### config.mk
export PLATFORM = sky130hd
export DESIGN_NAME = reu_xfer_seq
export DESIGN_NICKNAME = d
export VERILOG_FILES = /design/src/rtl/reu_pkg.sv /design/src/rtl/reu_swap_latch.sv /design/src/rtl/reu_xfer_seq.sv
export SDC_FILE = /design/constraint.sdc
export NUM_CORES = 1
export LEC_CHECK = 0
export BUFFER_PORTS_ARGS = -buffer_cell sky130_fd_sc_hd__buf_2
export CAP_MARGIN = 40
export CORE_MARGIN = 1
export CORE_UTILIZATION = 29
export DETAILED_ROUTE_END_ITERATION = 12
export SLEW_MARGIN = 25
export SYNTH_ARGS = -nofsm -noshare
export SYNTH_HDL_FRONTEND = slang
export SYNTH_SLANG_ARGS = --single-unit
### constraint.sdc
create_clock -name i_phi2 -period 1.8 [get_ports i_phi2]
set_input_delay 0.09 -clock i_phi2 [delete_from_list [all_inputs] [get_ports i_phi2]]
set_output_delay 0.09 -clock i_phi2 [all_outputs]
set_load 0.005 [all_outputs]
### src/rtl/reu_pkg.sv
// Transfer-type codes and sequencer state encoding for the REU transfer sequencer.
package reu_pkg;

   localparam logic [1:0] XT_STASH  = 2'b00;
   localparam logic [1:0] XT_FETCH  = 2'b01;
   localparam logic [1:0] XT_SWAP   = 2'b10;
   localparam logic [1:0] XT_VERIFY = 2'b11;

   typedef enum logic [3:0] {
      IDLE, ARM, SETUP, STASH, FETCH, SW_RD, SW_WR, VERIFY, END, ERR
   } reu_state_e;

   // First byte-cycle state entered after DMA setup for a given transfer type.
   function automatic reu_state_e byte_state(input logic [1:0] xfer_type);
      reu_state_e w_st;
      unique case (xfer_type)
         XT_STASH: w_st = STASH;
         XT_FETCH: w_st = FETCH;
         XT_SWAP:  w_st = SW_RD;
         default:  w_st = VERIFY;
      endcase
      return w_st;
   endfunction

endpackage

### src/rtl/reu_swap_latch.sv
// Holds the C64 and REU bytes read in the first half of a swap until they are
// written back crosswise; updates on the falling edge of PHI2.
module reu_swap_latch (
   input  logic       i_phi2,
   input  logic       i_reset,
   input  logic       i_load,
   input  logic [7:0] i_c64_din,
   input  logic [7:0] i_ram_din,
   output logic [7:0] o_lat_c,
   output logic [7:0] o_lat_r
);

   logic [7:0] r_lat_c;
   logic [7:0] r_lat_r;

   always_ff @(negedge i_phi2) begin
      if (i_reset) begin
         r_lat_c <= 8'h00;
         r_lat_r <= 8'h00;
      end else if (i_load) begin
         r_lat_c <= i_c64_din;
         r_lat_r <= i_ram_din;
      end
   end

   assign o_lat_c = r_lat_c;
   assign o_lat_r = r_lat_r;

endmodule

### src/rtl/reu_xfer_seq.sv
// REU DMA transfer sequencer: stash/fetch/swap/verify byte cycles on the PHI2 falling edge.
// Define REU_VERIFY_EN to build the verify comparator; otherwise verify is a read-only pass.
module reu_xfer_seq
   import reu_pkg::*;
#(
   parameter int unsigned DMA_SETUP = 1
) (
   input  logic       i_phi2,
   input  logic       i_reset,
   input  logic       i_execute,
   input  logic       i_ff00_decode,
   input  logic [1:0] i_xfer_type,
   input  logic       i_length1,
   input  logic       i_cpu_wr_ff00,
   input  logic       i_ba,
   input  logic [7:0] i_c64_din,
   input  logic [7:0] i_ram_din,
   output logic       o_dma,
   output logic       o_c64_rd,
   output logic       o_c64_wr,
   output logic       o_ram_rd,
   output logic       o_ram_wr,
   output logic [7:0] o_c64_dout,
   output logic [7:0] o_ram_dout,
   output logic       o_next_ca,
   output logic       o_next_reua,
   output logic       o_xfer_end,
   output logic       o_verify_err
);

   localparam logic [1:0] SETUP_LAST = 2'(DMA_SETUP - 1);

   reu_state_e r_state;
   logic [1:0] r_setup_cnt;
   logic       r_dma;
   logic       r_xfer_end;
   logic       w_mismatch;
   logic       w_next;
   logic       w_lat_load;
   logic [7:0] w_lat_c;
   logic [7:0] w_lat_r;

`ifdef REU_VERIFY_EN
   assign w_mismatch   = (i_c64_din != i_ram_din);
   assign o_verify_err = (r_state == ERR);
`else
   assign w_mismatch   = 1'b0;
   assign o_verify_err = 1'b0;
`endif

   always_ff @(negedge i_phi2) begin
      if (i_reset) begin
         r_state     <= IDLE;
         r_setup_cnt <= 2'd0;
         r_dma       <= 1'b0;
         r_xfer_end  <= 1'b0;
      end else begin
         r_xfer_end <= 1'b0;
         unique case (r_state)
            IDLE: begin
               r_setup_cnt <= 2'd0;
               if (i_execute) begin
                  if (i_ff00_decode) begin
                     r_state <= ARM;
                  end else begin
                     r_state <= SETUP;
                     r_dma   <= 1'b1;
                  end
               end
            end
            ARM: begin
               if (!i_execute) begin
                  r_state <= IDLE;
               end else if (i_cpu_wr_ff00) begin
                  r_state <= SETUP;
                  r_dma   <= 1'b1;
               end
            end
            SETUP: begin
               if (r_setup_cnt == SETUP_LAST) begin
                  r_state <= byte_state(i_xfer_type);
               end else begin
                  r_setup_cnt <= r_setup_cnt + 2'd1;
               end
            end
            STASH, FETCH: begin
               if (i_ba && i_length1) begin
                  r_state    <= END;
                  r_xfer_end <= 1'b1;
               end
            end
            SW_RD: begin
               if (i_ba) r_state <= SW_WR;
            end
            SW_WR: begin
               if (i_ba) begin
                  if (i_length1) begin
                     r_state    <= END;
                     r_xfer_end <= 1'b1;
                  end else begin
                     r_state <= SW_RD;
                  end
               end
            end
            VERIFY: begin
               // A mismatch on the last byte still reports ERR rather than END.
               if (i_ba) begin
                  if (w_mismatch) begin
                     r_state <= ERR;
                  end else if (i_length1) begin
                     r_state    <= END;
                     r_xfer_end <= 1'b1;
                  end
               end
            end
            END, ERR: begin
               r_state <= IDLE;
               r_dma   <= 1'b0;
            end
            default: begin
               r_state <= IDLE;
               r_dma   <= 1'b0;
            end
         endcase
      end
   end

   assign w_lat_load = (r_state == SW_RD) && i_ba;

   reu_swap_latch u_swap_latch (
      .i_phi2    (i_phi2),
      .i_reset   (i_reset),
      .i_load    (w_lat_load),
      .i_c64_din (i_c64_din),
      .i_ram_din (i_ram_din),
      .o_lat_c   (w_lat_c),
      .o_lat_r   (w_lat_r)
   );

   // Strobes are gated by BA in the same cycle so a stall costs no bus access.
   always_comb begin
      o_c64_rd   = 1'b0;
      o_c64_wr   = 1'b0;
      o_ram_rd   = 1'b0;
      o_ram_wr   = 1'b0;
      o_c64_dout = 8'h00;
      o_ram_dout = 8'h00;
      w_next     = 1'b0;
      if (i_ba) begin
         unique case (r_state)
            STASH: begin
               o_c64_rd   = 1'b1;
               o_ram_wr   = 1'b1;
               o_ram_dout = i_c64_din;
               w_next     = 1'b1;
            end
            FETCH: begin
               o_ram_rd   = 1'b1;
               o_c64_wr   = 1'b1;
               o_c64_dout = i_ram_din;
               w_next     = 1'b1;
            end
            SW_RD: begin
               o_c64_rd = 1'b1;
               o_ram_rd = 1'b1;
            end
            SW_WR: begin
               o_c64_wr   = 1'b1;
               o_ram_wr   = 1'b1;
               o_c64_dout = w_lat_r;
               o_ram_dout = w_lat_c;
               w_next     = 1'b1;
            end
            VERIFY: begin
               o_c64_rd = 1'b1;
               o_ram_rd = 1'b1;
               w_next   = 1'b1;
            end
            default: ;
         endcase
      end
   end

   assign o_next_ca   = w_next;
   assign o_next_reua = w_next;
   assign o_dma       = r_dma;
   assign o_xfer_end  = r_xfer_end;

endmodule

=== Word level (Yosys, flattened, before mapping) ===
Cells that the tools add are included.
Widths: inputs -> output; s select.

* Logic and storage cells: 84
* Flip-flop bits (word level): 24
* Output and inout port bits: 25
* Input bits: 25

* Reduce and logical (&&, ||, !) cells: 17
* Equality and inequality tests: 21
* Bitwise gates (word level): 1
* Multiplexer cells: 38
* Add/subtract/negate cells: 1

{| class="wikitable"
|+ Operators with widths
! cell !! number
|-
| $mux 4 || 10
|-
| $pmux 8 s2 || 2
|-
| $pmux 4 s7 || 1
|-
| $ne 2x2->1 const B || 11
|-
| $mux 1 || 17
|-
| $eq 4x3->1 const B || 4
|-
| $mux 8 || 2
|-
| $pmux 3 s3 || 1
|-
| $eq 4x2->1 const B || 2
|-
| $reduce_and 8->1 || 1
|-
| $reduce_or 2->1 || 4
|-
| $reduce_or 3->1 || 2
|-
| $reduce_or 6->1 || 1
|-
| $reduce_and 5->1 || 1
|-
| $eq 4x1->1 const B || 1
|-
| $logic_not 2->1 || 2
|-
| $logic_not 4->1 || 1
|-
| $mux 2 || 2
|-
| $pmux 2 s2 || 1
|-
| $reduce_or 4->1 || 1
|-
| $ne 3x3->1 const B || 1
|-
| $pmux 1 s3 || 1
|-
| $add 2x1->2 const B || 1
|-
| $eq 2x1->1 const B || 1
|-
| other kinds (6) || 7
|}

=== Longest topological paths before layout ===
* Depth after elaboration: 4
* Mapped depth: 7
* Depth with buffers taken out: 6

=== Hierarchy ===
Synthesis repeated with hierarchy kept, for this count alone.

* Cell total of the unflattened synthesis: 173
* Area, all modules: 1503.9 µm²

{| class="wikitable"
|+ Modules (own cells, without submodules)
! module !! sequential area each (µm²) !! instances !! area each (µm²) !! cells an instance
|-
| reu_xfer_seq || 160.2 || 1 || 919.6 || 120
|-
| reu_swap_latch || 320.3 || 1 || 584.3 || 53
|}

==> out/metrics.csv <==
metric,value,unit
ant_nets,0,
synth_cells,188,
port_buffers,48,
grt_setup_unrepaired,yes,
syn-cell-area,0.00149,mm2
path_clk_slew,40,ps
cts_tree,done,
start_kind,flop,
arrival,2370,ps
syn_to_final_growth,51.1,%
final_layout_size_suffix_gt1_frac,0.422,
drc,0,
htreeDepth,1,
r2r-start,r_state[1]$_SDFFE_NP0P_,
end_kind,output port,
violations,setup timing,
io_pins,50,
cp.required,1710,ps
regToRegEndpoint,r_state[2]$_SDFFE_NP0P_,
hp-start,u_swap_latch.o_lat_c[7]$_SDFFE_NP0P_,
hold_viol,0,
die-area,0.00541,mm2
cts.sinks,24,
initial_utilization,0.308,
synthesis.nets,216,
fin_nets,306,
power_density,862,mW/mm2
grt_pass1_vias,1491,
wl_per_cell,11.3,um
antenna_found_initial,0,
critPathKind,reg2out,
drv_slew,0,
dp_hpwl,2680,um
cts_buffers,3,
grt_max_degree,23,
ir_worst_vdd,0.000440,V
grt_pass1_wl,6270,um
wl,3870,um
grt_overflow_total,0,
die_h,73.6,um
hold_end,u_swap_latch.o_lat_c[7]$_SDFFE_NP0P_,
grt_usage,0.148,
drv_cap,0,
reg2reg_slack,130,ps
yosysWarnings,0,
rows,25,
cts-root-buf,clkbuf_8,
syn_area_per_cell,7.90,um2
ys_ff_latch,24,
finClkSkew,14.2,ps
antenna_cells,0,
clock_latency,350,ps
via_per_inst,4.65,
worst_slack,-660,ps
die_x,73.6,um
outcome,finished with violations,
reg2reg_depth,6,
leakagePower,1.00,nW
p_total,1.94,mW
ys_seq_area_frac,0.324,
dr.pass1.iters,5,
clock_path_buffers,2,
place_congestion,0.772,
ys_types,38,
cp_max_fo,8,
hold_ws,452,ps
vias,1601,
holdCritPathClass,reg2reg,
drt-initial-drc-count,48,
finalSetupViolations,22,
hold_depth,2,
core_area,0.00482,mm2
## area by class of cell
cell class,instances,area [um2]
inverter,7,26.3
multi-input combinational,141,990
clock inverter,25,96.3
fill,532,2570
sequential,24,493
tap,67,83.8
clock buffer,3,41.3
timing repair buffer,77,514
## through the flow
stage          instance area, um2  setup TNS (ps)  utilization  instances  setup WS (ps)
5_1_grt                      2240          -13920        0.466        344           -792
3_5_place_dp                 1980          -10330        0.412        313           -313
2_1_floorplan                1570           -5160            -        188           -336
4_1_cts                      2230          -12230        0.464        345           -660
3_3_place_gp                 1980          -10060        0.412        313           -288
6_report                     2240          -12040        0.466        344           -660
## registers in the layout, summed over array words and instances, names as in the netlist
signal and count:
u_swap_latch.o_lat_c 8, r_state 4, o_xfer_end 1, u_swap_latch.o_lat_r 8
o_dma 1, r_setup_cnt 2
## Yosys cell counts
cell type / instances / area (um2)
inv_1: 7 / 26.3
o21ai_0: 5 / 25.0
a2111oi_2: 1 / 15.0
nor2_1: 12 / 45.0
mux2i_1: 13 / 130
o31ai_1: 1 / 7.51
nand2_1: 37 / 139
and3_1: 1 / 6.26
conb_1: 1 / 3.75
a21o_1: 1 / 7.51
buf_4: 2 / 15.0
nor2b_1: 11 / 68.8
and3b_1: 2 / 17.5
a22o_1: 1 / 8.76
o22ai_1: 1 / 6.26
a32oi_2: 1 / 16.3
o21ai_1: 1 / 5.00
a32oi_1: 1 / 8.76
nor3_4: 1 / 16.3
or4_4: 1 / 11.3
nand3_1: 2 / 10.0
nor3b_1: 3 / 22.5
buf_6: 4 / 45.0
dfxtp_1: 24 / 480
or3_1: 3 / 18.8
a21oi_1: 19 / 95.1
a22oi_1: 10 / 75.1
a31oi_1: 1 / 6.26
ha_1: 3 / 37.5
inv_2: 1 / 3.75
buf_2: 5 / 25.0
nand2_2: 2 / 12.5
o21a_1: 1 / 7.51
nor3b_2: 1 / 12.5
nor3_1: 2 / 10.0
nand2b_4: 1 / 13.8
buf_8: 1 / 15.0
clkbuf_1: 4 / 15.0
## where the power goes
| group | internal, mW | leakage (nW) | total (mW) | switching [mW] |
|---|---|---|---|---|
| clock | 0.227 | 0.154 | 0.543 | 0.316 |
| sequential | 0.575 | 0.197 | 0.613 | 0.0378 |
| combinational | 0.398 | 0.653 | 0.780 | 0.382 |
| total | 1.20 | 1.00 | 1.94 | 0.735 |
## layout by cell type (no fill, tap or decap), types with 3 or more instances in the layout
cell	synthesis	routed
a21oi_1	19	19
a22oi_1	10	8
buf_12	0	3
buf_2	5	48
buf_4	2	21
buf_6	4	5
clkbuf_8	0	3
dfxtp_1	24	20
dfxtp_4	0	3
ha_1	3	3
inv_1	7	30
mux2i_1	13	12
nand2_1	37	28
nand2_2	2	10
nor2_1	12	7
nor2_2	0	5
nor2b_1	11	10
o21ai_0	5	5
or3_1	3	3
## worst max-delay path, stage by stage, from the launching register on
cell	delay (ps)
dfxtp_2	310
nand2b_4	140
nor3b_4	220
buf_6	160
a22oi_1	80
nor2b_1	100
buf_2	110
## how the worst max path moves through the flow
| stage | to | start | slack [ps] | cells after the start |
|---|---|---|---|---|
| after floorplan | o_ram_dout[0] | r_state[3]$_SDFFE_NP0P_ | -340 | 5 |
| after global placement | o_ram_dout[5] | r_state[3]$_SDFFE_NP0P_ | -290 | 6 |
| after detailed placement | o_ram_dout[4] | r_state[3]$_SDFFE_NP0P_ | -310 | 6 |
| after CTS | o_ram_dout[4] | r_state[3]$_SDFFE_NP0P_ | -660 | 6 |
| after global routing | o_ram_dout[4] | r_state[3]$_SDFFE_NP0P_ | -790 | 6 |
| final | o_ram_dout[7] | r_state[3]$_SDFFE_NP0P_ | -660 | 6 |
## layer usage
layer,track usage,up-vias,wire length [um]
met3,0.0425,4,166
met2,0.260,37,1980
met5,0,-,0
met4,0.0620,0,33
li1,-,822,-
met1,0.165,738,1690
## kinds of logic (layout without fill, tap and decap cells)
logic type      after synthesis  in the layout  share of synthesized area
compound gates               44             44                      0.191
other cells                   1              1                    0.00252
simple gates                 79             80                      0.272
mux                          13             13                     0.0876
flops                        24             24                      0.324
fa+ha+maj                     3              3                     0.0253
buf+inv                      24            112                     0.0977
## timing repair
item                                    4_1_cts  5_1_grt
gates cloned                                  1        0
setup buffers                                 4        2
endpoints found under the setup margin       22       22
pin swaps                                     6        6
resized for setup                            20        7
hold buffers                                  0        0
hold endpoints to repair                      0        0
(Power assumes the default switching activity.)
